**src/rtl/encoder_8b10b_multi.sv**
```systemverilog
// encoder_8b10b_multi
// Multi-lane 8b/10b transmit encoder (IEEE 802.3 Clause 36 code tables).
// Encodes BYTES byte lanes per clock with running disparity chained lane 0 ->
// lane BYTES-1 inside a word and carried across words. A single output
// register stage with valid/ready handshake gives 1-cycle latency and full
// throughput. Illegal K codes are flagged per lane and replaced by K28.5.
//
// Ports:
//   INTERCLK  clock
//   Reset     asynchronous reset, active low
//   iData     input bytes, lane i = iData[8i+7:8i] = {HGF,EDCBA}
//   TXDATAK   per-lane K flag
//   TXCOMP    compliance: lane 0 of this word starts from negative RD
//   iValid    input word valid
//   iReady    block can accept a word this cycle
//   oData     encoded lanes, lane i = oData[10i+9:10i] = abcdei fghj (a = MSB)
//   oValid    oData valid
//   oReady    downstream accepts oData
//   oKErr     per-lane illegal K flag, aligned with oData
//   oRD       registered running disparity (0 = negative, 1 = positive)
module encoder_8b10b_multi #(
  parameter int BYTES = 2
) (
  input  logic                INTERCLK,
  input  logic                Reset,
  input  logic [8*BYTES-1:0]  iData,
  input  logic [BYTES-1:0]    TXDATAK,
  input  logic                TXCOMP,
  input  logic                iValid,
  output logic                iReady,
  output logic [10*BYTES-1:0] oData,
  output logic                oValid,
  input  logic                oReady,
  output logic [BYTES-1:0]    oKErr,
  output logic                oRD
);

  logic [10*BYTES-1:0] r_data;
  logic [BYTES-1:0]    r_kerr;
  logic                r_valid;
  logic                r_rd;

  logic [10*BYTES-1:0] w_data;
  logic [BYTES-1:0]    w_kerr;
  logic                w_rd_next;
  logic                w_accept;

  // 5b/6b table, RD-negative column (abcdei).
  function automatic logic [5:0] f_6b(input logic [4:0] x);
    case (x)
      5'd0:  f_6b = 6'b100111;  5'd1:  f_6b = 6'b011101;
      5'd2:  f_6b = 6'b101101;  5'd3:  f_6b = 6'b110001;
      5'd4:  f_6b = 6'b110101;  5'd5:  f_6b = 6'b101001;
      5'd6:  f_6b = 6'b011001;  5'd7:  f_6b = 6'b111000;
      5'd8:  f_6b = 6'b111001;  5'd9:  f_6b = 6'b100101;
      5'd10: f_6b = 6'b010101;  5'd11: f_6b = 6'b110100;
      5'd12: f_6b = 6'b001101;  5'd13: f_6b = 6'b101100;
      5'd14: f_6b = 6'b011100;  5'd15: f_6b = 6'b010111;
      5'd16: f_6b = 6'b011011;  5'd17: f_6b = 6'b100011;
      5'd18: f_6b = 6'b010011;  5'd19: f_6b = 6'b110010;
      5'd20: f_6b = 6'b001011;  5'd21: f_6b = 6'b101010;
      5'd22: f_6b = 6'b011010;  5'd23: f_6b = 6'b111010;
      5'd24: f_6b = 6'b110011;  5'd25: f_6b = 6'b100110;
      5'd26: f_6b = 6'b010110;  5'd27: f_6b = 6'b110110;
      5'd28: f_6b = 6'b001110;  5'd29: f_6b = 6'b101110;
      5'd30: f_6b = 6'b011110;  5'd31: f_6b = 6'b101011;
      default: f_6b = 6'b101011;
    endcase
  endfunction

  // 3b/4b data table, RD-negative column (fghj), primary D.x.7.
  function automatic logic [3:0] f_4b_d(input logic [2:0] y);
    case (y)
      3'd0: f_4b_d = 4'b1011;  3'd1: f_4b_d = 4'b1001;
      3'd2: f_4b_d = 4'b0101;  3'd3: f_4b_d = 4'b1100;
      3'd4: f_4b_d = 4'b1101;  3'd5: f_4b_d = 4'b1010;
      3'd6: f_4b_d = 4'b0110;  3'd7: f_4b_d = 4'b1110;
      default: f_4b_d = 4'b1110;
    endcase
  endfunction

  // 3b/4b control table, RD-negative column; always complemented at RD+.
  function automatic logic [3:0] f_4b_k(input logic [2:0] y);
    case (y)
      3'd0: f_4b_k = 4'b1011;  3'd1: f_4b_k = 4'b0110;
      3'd2: f_4b_k = 4'b1010;  3'd3: f_4b_k = 4'b1100;
      3'd4: f_4b_k = 4'b1101;  3'd5: f_4b_k = 4'b0101;
      3'd6: f_4b_k = 4'b1001;  3'd7: f_4b_k = 4'b0111;
      default: f_4b_k = 4'b0111;
    endcase
  endfunction

  // Legal K characters: K28.0-7, K23.7, K27.7, K29.7, K30.7.
  function automatic logic f_k_legal(input logic [7:0] b);
    f_k_legal = (b[4:0] == 5'd28) ||
                ((b[7:5] == 3'd7) && ((b[4:0] == 5'd23) || (b[4:0] == 5'd27) ||
                                      (b[4:0] == 5'd29) || (b[4:0] == 5'd30)));
  endfunction

  // Encode one lane; returns {rd_out, abcdei, fghj}.
  function automatic logic [10:0] f_enc_lane(input logic [7:0] b, input logic k,
                                             input logic rd);
    logic [4:0] x;
    logic [2:0] y;
    logic [5:0] c6;
    logic [3:0] c4;
    logic       unb6;
    logic       unb4;
    logic       rd_mid;
    logic       alt7;
    x      = b[4:0];
    y      = b[7:5];
    c6     = (k && (x == 5'd28)) ? 6'b001111 : f_6b(x);
    unb6   = ($countones(c6) != 32'sd3);
    // D7 is balanced but still has distinct RD- / RD+ forms.
    c6     = (rd && (unb6 || (!k && (x == 5'd7)))) ? ~c6 : c6;
    rd_mid = rd ^ unb6;
    // A7 avoids a run of five equal bits across the sub-block boundary.
    alt7   = !k && (y == 3'd7) &&
             (rd_mid ? ((x == 5'd11) || (x == 5'd13) || (x == 5'd14))
                     : ((x == 5'd17) || (x == 5'd18) || (x == 5'd20)));
    c4     = k ? f_4b_k(y) : (alt7 ? 4'b0111 : f_4b_d(y));
    unb4   = ($countones(c4) != 32'sd2);
    c4     = (rd_mid && (k || unb4 || (y == 3'd3))) ? ~c4 : c4;
    f_enc_lane = {rd_mid ^ unb4, c6, c4};
  endfunction

  assign iReady   = !r_valid || oReady;
  assign w_accept = iValid && iReady;

  // Lane encoders with running disparity rippling from lane 0 upward.
  always_comb begin
    logic        v_rd;
    logic        v_err;
    logic [7:0]  v_byte;
    logic [10:0] v_enc;
    w_data = '0;
    w_kerr = '0;
    v_rd   = TXCOMP ? 1'b0 : r_rd;
    for (int i = 0; i < BYTES; i++) begin
      v_err     = TXDATAK[i] && !f_k_legal(iData[8*i +: 8]);
      v_byte    = v_err ? 8'hBC : iData[8*i +: 8];
      v_enc     = f_enc_lane(v_byte, TXDATAK[i], v_rd);
      w_kerr[i] = v_err;
      w_data[10*i +: 10] = v_enc[9:0];
      v_rd      = v_enc[10];
    end
    w_rd_next = v_rd;
  end

  // Output register and running disparity; RD moves only on accept.
  always_ff @(posedge INTERCLK or negedge Reset) begin
    if (!Reset) begin
      r_data  <= '0;
      r_kerr  <= '0;
      r_valid <= 1'b0;
      r_rd    <= 1'b0;
    end else if (w_accept) begin
      r_data  <= w_data;
      r_kerr  <= w_kerr;
      r_valid <= 1'b1;
      r_rd    <= w_rd_next;
    end else if (oReady) begin
      r_valid <= 1'b0;
    end else begin
      r_valid <= r_valid;
    end
  end

  assign oData  = r_data;
  assign oKErr  = r_kerr;
  assign oValid = r_valid;
  assign oRD    = r_rd;

endmodule

```
**config.mk**
```make
export PLATFORM = sky130hd
export DESIGN_NAME = encoder_8b10b_multi
export DESIGN_NICKNAME = d
export VERILOG_FILES = /design/src/rtl/encoder_8b10b_multi.sv
export SDC_FILE = /design/constraint.sdc
export NUM_CORES = 1
export LEC_CHECK = 0
export CORE_ASPECT_RATIO = 1.4
export CORE_UTILIZATION = 50
export CTS_CLUSTER_DIAMETER = 150
export DETAILED_ROUTE_END_ITERATION = 8
export GPL_TIMING_DRIVEN = 0
export PLACE_DENSITY_LB_ADDON = 0.1
export SLEW_MARGIN = 30
export SYNTH_ARGS = -nofsm -noshare
export SYNTH_HDL_FRONTEND = slang
export SYNTH_SLANG_ARGS = --single-unit
```
**constraint.sdc**
```tcl
create_clock -name INTERCLK -period 11.2 [get_ports INTERCLK]
set_clock_uncertainty 0.05 [all_clocks]
set_input_delay 3.36 -clock INTERCLK [delete_from_list [all_inputs] [get_ports INTERCLK]]
set_output_delay 3.36 -clock INTERCLK [all_outputs]
set_load 0.02 [all_outputs]
```
## Yosys cells after proc, flatten, opt, wreduce, memory -nomap -nowiden

Memory sizes are Yosys's and may differ from the RTL's.
Cells that the tools add are included.

- Register bits: 24
- Bits in read-only memories: 512
- Input bits: 23
- Output and inout bits: 25
- Word-level logic and storage cells: 133
- Memories kept: 6

- Add/subtract/negate cells: 16
- Eq/ne operators: 36
- Mux-type cells: 17
- Bitwise gates (word level): 8
- Reduce and logical (&&, ||, !) cells: 46

Memories:

| memory | depth | bits a word | read ports | clocked after Yosys merged registers in | write ports | line | RTL |
|---|---|---|---|---|---|---|---|
| (no name shown) | 32 | 6 | 1 | 0 | 0 | 50 | `case (x)` |
| (no name shown) | 32 | 6 | 1 | 0 | 0 | 50 |  |
| (no name shown) | 8 | 4 | 1 | 0 | 0 | 84 | `case (y)` |
| (no name shown) | 8 | 4 | 1 | 0 | 0 | 73 | `case (y)` |
| (no name shown) | 8 | 4 | 1 | 0 | 0 | 84 |  |
| (no name shown) | 8 | 4 | 1 | 0 | 0 | 73 |  |

Operators by type and width:

| cell | number |
|---|---|
| 5-bit == test (second input constant) | 18 |
| 5-bit by 4-bit == test with 1-bit output (second input constant) | 6 |
| 4-bit two-way mux | 6 |
| 6-bit two-way mux | 4 |
| 1-bit logical OR | 23 |
| 1-bit by 1-bit adder with 2-bit output | 10 |
| 1-bit logical AND | 17 |
| 8-bit two-way mux | 2 |
| 2-bit by 2-bit adder with 3-bit output | 4 |
| 3-bit == test (second input constant) | 4 |
| 6-bit NOT | 2 |
| 5-bit by 3-bit == test with 1-bit output (second input constant) | 2 |
| 3-bit by 2-bit adder with 4-bit output | 2 |
| 4-bit by 2-bit inequality test with 1-bit output (second input constant) | 2 |
| 4-bit NOT | 2 |
| 3-bit by 2-bit == test with 1-bit output (second input constant) | 2 |
| 3-bit by 2-bit inequality test with 1-bit output (second input constant) | 2 |
| 1-bit zero test | 5 |
| 1-bit two-way mux | 5 |
| 1-bit bitwise XOR | 4 |
| 2-bit nonzero test | 1 |

## Depth between registers and ports, before layout

- Depth after elaboration: 37
- Gate-level depth with buffers: 41

## Least setup slack after synthesis

OpenSTA, ideal clock, no wires.

- Path kind: input to register
- Start point: input iData[1]
- End point: register r_data[10], in the netlist oData[10]
- Library setup time: 92 ps
- Arrival time: 11750 ps
- Data required time: 11058 ps
- Slack: -692 ps
- Stages: 39
- Buffers on the path: 2
- Cell sequence: buf_4 > nand2_2 > mux2_4 > o21a_1 > nor2_1 > inv_1 > ha_1 > nand2b_1 > a2bb2oi_1 > o311ai_0 > and3_1 > fa_1 > fa_1 > inv_1 > ha_1 > inv_1 > fa_1 > nand3b_4 > [3 not listed] > and2_1 > fa_1 > ha_1 > ha_1 > nor3b_1 > xnor3_1 > xnor2_2 > mux2_2 > nor2b_1 > fa_1 > ha_1 > ha_1 > nand2_1 > nor3_1 > or2_1 > buf_2 > and3_1 > o31ai_2

- Cells in the longest elaborated chain, start to end: 37

RTL lines:

| item | line | RTL |
|---|---|---|
| start: declaration | 26 | `input logic [8*BYTES-1:0] iData,` |
| 5-bit == test | 96 | `((b[7:5] == 3'd7) && ((b[4:0] == 5'd23) \|\| (b[4:0] == 5'd27) \|\|` |
| 1-bit logical OR (2 in a row) | 96 |  |
| 1-bit logical OR | 97 | `(b[4:0] == 5'd29) \|\| (b[4:0] == 5'd30)));` |
| 1-bit logical AND | 96 |  |
| 1-bit logical OR | 95 | `f_k_legal = (b[4:0] == 5'd28) \|\|` |
| 1-bit zero test | 141 | `v_err = TXDATAK[i] && !f_k_legal(iData[8*i +: 8]);` |
| 1-bit logical AND | 141 |  |
| 8-bit two-way mux * | 142 | `v_byte = v_err ? 8'hBC : iData[8*i +: 8];` |
| [18 not listed] | - |  |
| 1-bit logical AND | 119 | `alt7 = !k && (y == 3'd7) &&` |
| 4-bit two-way mux (2 in a row) | 122 | `c4 = k ? f_4b_k(y) : (alt7 ? 4'b0111 : f_4b_d(y));` |
| 1-bit by 1-bit adder with 2-bit output (implied by the code) | 123 | `unb4 = ($countones(c4) != 32'sd2);` |
| 2-bit by 2-bit adder with 3-bit output (implied by the code) | 123 |  |
| 3-bit by 2-bit inequality test with 1-bit output | 123 |  |
| 1-bit logical OR (2 in a row) | 124 | `c4 = (rd_mid && (k \|\| unb4 \|\| (y == 3'd3))) ? ~c4 : c4;` |
| 1-bit logical AND | 124 |  |
| 4-bit two-way mux * | 124 |  |
| end signal: assignment | 159 | `r_data <= w_data;` |
| end: declaration | 38 | `logic [10*BYTES-1:0] r_data;` |

Mark *: on every way between the ends.
A chain may end at the register's enable or synchronous reset.

## Worst setup path after layout

- Start point: input iData[0]
- End point: register r_data[13], in the netlist oData[13]

The elaborated chain is that of the path after synthesis.

==> results list <==
* Launch point of the worst hold path: oData[5]
- Clock tree synthesis selected as its root buffer the cell sky130_fd_sc_hd__clkbuf_8.
- The synthesized design contains 0 enable-type register cells.
- Vias: ~3500
- The count of endpoints failing hold in the final timing report is 0.
- Starting DRT DRC Count: between 150 and 200
- The detail route stage leaves a number of antenna-violating nets equal to 0.
* Global-route usage over all layers: between 20% and 30%
- Launching element type of the critical path: input port
- The die covers around 6700 sq um.
* Wirelength, routed: roughly 10 mm
* Headroom to the max-slew limit: a little over half
- Worst flop-to-flop path endpoint: oData[13]
- Failing checks: setup timing
* Routed wire length on met2: about 5.8 mm
* First-pass GRT wire length: approximately 16 mm
- After synthesis the cells add up to about 3200 sq um.
- Number of distinct library cell variants in the gate-level netlist after synthesis: 70
- Die H: 96.4 um
- Dividing the detail-routed via count by the number of cells gives 6.28.
- In the synthesized netlist the async set-or-reset flop fraction comes to between 90% and 100%.
- Final weighted congestion of routability-driven global placement: ~0.94
- The number of nets handed over by synthesis was 460.
* Layout overhead on the synthesized area: 35.4%
- TritonCTS buffer count: 3
- Worst IR Drop VDD: approximately 0.00014 V
* Detailed-router iteration count before antenna repair: 5
- GRT Residual Overflow: 0
- At the pin with the least slew margin, the transition time is approximately 0.7 ns.
- Tightest Hold Check Type: reg2reg
* Cells on worst reg2reg path: 22
* Startpoint of the most critical register-to-register path: oRD
* Proportion of synthesized chip area in sequential cells: between 10% and 20%
* Final Max Slew Viols: 0
- Sum Neg Setup Slack: -1.14 ns
- In this run the core area contains 34 standard-cell rows.
- Across the run, the number of max-cap violations was 0.
- Setup violations remaining at the end of the flow were counted as 5.
- The number of antenna diodes in the final layout is 0.
* Clock transition at path regs: 0.09 ns
* Slack of the critical path: -0.299 ns
* Highest metal layer with signal wires: met4
- Each instance of the synthesized netlist takes up on average a little under 8 sq um.
- Delay of the slowest critical-path stage: about 0.55 ns
- Detailed-routed wire length on met3: about 380 um
- In the routed design, unresolved DRC markers number 0.
* Yosys warning count: 0
- Along the worst hold path, the cell count comes to 2.
- The worst setup path is captured at a flip-flop.
- Highest attainable clock frequency: 87.0 MHz
- Synthesis inferred 24 register bits.
- Pin placement for this block handled 48 I/O pins.
- The final layout contains roughly 530 nets.
- Routed length on met1: 3.67 mm
- Worst-case hold path end point: oData[5]
* Effective utilization at floorplan: around half
- Data required time of the worst path: about 11 ns
* Worst Path Arrival: between 10 and 15 ns
- Library cell contributing the largest single delay on the critical path: sky130_fd_sc_hd__fa_1
- Setup repair after global routing missed its margin: true
- Number of I/O port buffers: 39
- Leaving out fill and tap cells, the most frequent cell in the layout is sky130_fd_sc_hd__nand2_1.
- Htree depth: 1
- Hold repair after CTS inserted 0 buffers.
* Top FF cell, synth: sky130_fd_sc_hd__dfrtp_1
* Commonest non-fill, non-tap cells in the layout: sky130_fd_sc_hd__nand2_1 (42), sky130_fd_sc_hd__clkdlybuf4s50_1 (33), sky130_fd_sc_hd__buf_4 (31)
- Final core utilization: a little over two thirds
- Dividing the detail-routed wire length by the instance count gives roughly 18 um.
* Run status: complete, but fails checks
- Worst R2R Setup Slack: around 6 ns
- Share of the clock period used by the worst path after layout: 103%
- Clock Path Buffers: 2
* Post-route minimum period: roughly 11 ns
- Share of post-route cells with drive strength above 1: a little under a quarter
- Total power consumption of the routed design: ~670 uW
* TritonCTS clock tree: built
- Number of antenna violations at the first check in global routing: 0
- The cell count after synthesis came out at slightly above 400.
- Among the stages of the critical path, the cell type that occurs most often is sky130_fd_sc_hd__fa_1.
- In this run the static leakage power is 1.80 nW.
- The later pin in the worst-skew pair is clocked with a latency of about 0.26 ns.
- Kind of critical path: in2reg
- Number of clock sinks: 24
* Vias in the first global route: between 3000 and 4000
- After legalization and detailed placement, the total HPWL measured between 7 and 8 mm.
* Power density normalized to cell area: 156 nW/um^2
- Die width: 69.4 um
- The core region is 6170 sq um.
- Along the worst path, the maximum fanout reaches 6.
- Entering global routing, the biggest net connects 25 pins.
==> metrics by stage <==
stage / setup WS (ns) / hold slack, ns / cell area [sq um] / instances
final: -0.299 / 0.430 / 4310 / 554
after global routing: -0.630 / 0.463 / 4310 / 554
after CTS: -0.407 / 0.434 / 4120 / 546
after detailed placement: -1.55 / 0.414 / 3780 / 520
after global placement: -1.46 / 0.412 / 3790 / 520
after floorplan: -0.206 / 0.533 / 3310 / 409
==> worst max path at each step <==
| stage | depth (start not counted) | startpoint | end | slack, ns |
|---|---|---|---|---|
| 2_1_floorplan | 38 | iData[2] | oData[10] | -0.21 |
| 3_3_place_gp | 40 | iData[0] | oData[10] | -1.46 |
| 3_5_place_dp | 40 | iData[0] | oData[10] | -1.55 |
| 4_1_cts | 38 | iData[7] | oData[10] | -0.41 |
| 5_1_grt | 40 | iData[5] | oData[13] | -0.63 |
| 6_report | 38 | iData[0] | oData[13] | -0.30 |
==> flip-flops by register name, summed over array words and instances (netlist names) <==
signal  count
oData      20
oKErr       2
oRD         1
oValid      1
==> power breakdown <==
group / internal, mW / switching (mW)
clock network: 0.0477 / 0.0273
logic: 0.220 / 0.236
registers: 0.121 / 0.0189
total: 0.389 / 0.282
==> layer usage <==
layer  vias up  global-route usage (%)
met4         0                    14.1
met5         -                       0
li1       1639                       -
met1      1671                    30.5
met3        36                   0.519
met2       135                    60.7
==> cells in the mapped netlist (3+ instances only) <==
master,n,area share (%)
sky130_fd_sc_hd__a21oi_1,19,3.0
sky130_fd_sc_hd__clkbuf_1,16,1.9
sky130_fd_sc_hd__a41oi_1,4,1.1
sky130_fd_sc_hd__nand2b_1,9,1.8
sky130_fd_sc_hd__ha_1,20,7.9
sky130_fd_sc_hd__a311oi_1,3,0.83
sky130_fd_sc_hd__xnor2_1,10,2.8
sky130_fd_sc_hd__o21ai_0,27,4.2
sky130_fd_sc_hd__a2bb2oi_1,3,0.83
sky130_fd_sc_hd__and3_1,7,1.4
sky130_fd_sc_hd__fa_1,8,5.0
sky130_fd_sc_hd__a31oi_1,8,1.6
sky130_fd_sc_hd__nand4_1,7,1.4
sky130_fd_sc_hd__and2_1,5,0.98
sky130_fd_sc_hd__buf_2,12,1.9
sky130_fd_sc_hd__o31a_1,3,0.83
sky130_fd_sc_hd__o21a_1,4,0.94
sky130_fd_sc_hd__inv_1,27,3.2
sky130_fd_sc_hd__mux2i_1,5,1.6
sky130_fd_sc_hd__nand2_1,47,5.5
sky130_fd_sc_hd__nor2_1,24,2.8
sky130_fd_sc_hd__nor3_1,13,2.0
sky130_fd_sc_hd__o311ai_0,7,1.9
sky130_fd_sc_hd__o211ai_1,13,3.1
sky130_fd_sc_hd__a21o_1,4,0.94
sky130_fd_sc_hd__nor3b_1,3,0.71
sky130_fd_sc_hd__dfrtp_1,24,19
sky130_fd_sc_hd__a211o_1,4,1.1
sky130_fd_sc_hd__and4_1,3,0.83
sky130_fd_sc_hd__o31ai_1,5,1.2
sky130_fd_sc_hd__nor2b_1,8,1.6
sky130_fd_sc_hd__xor2_1,7,1.9
==> cells by family after synthesis <==
logic type | Yosys count | synth area share (%)
XOR/XNOR | 19 | 5.90
multiplexers | 8 | 2.75
flip-flops | 24 | 18.9
adder cells (fa/ha/maj) | 28 | 12.9
AND/OR/NAND/NOR | 142 | 23.0
buffers and inverters | 58 | 7.55
AO/OA/AOI/OAI | 130 | 29.0
==> final cells by class <==
class / instances / area [sq um]
Multi-Input combinational cell: 327 / 2660
Fill cell: 509 / 1860
Timing Repair Buffer: 70 / 628
Sequential cell: 24 / 601
Buffer: 30 / 159
Inverter: 27 / 105
Tap cell: 72 / 90.1
Clock buffer: 3 / 41.3
Clock inverter: 1 / 30.0
==> repair_timing <==
| item | 4_1_cts | 5_1_grt |
|---|---|---|
| buffers inserted | 23 | 8 |
| setup endpoints to repair | 5 | 5 |
| gates resized for setup | 36 | 37 |
| pin swaps | 24 | 26 |
==> critical path, delay by kind of cell <==
kind	cells	cell delay, ns
buf+inv	4	0.41
simple gates	12	1.84
mux	2	0.67
xor+xnor	3	0.69
compound gates	6	1.00
fa+ha+maj	11	3.61
No activity file was read; power rests on OpenSTA's default activity.
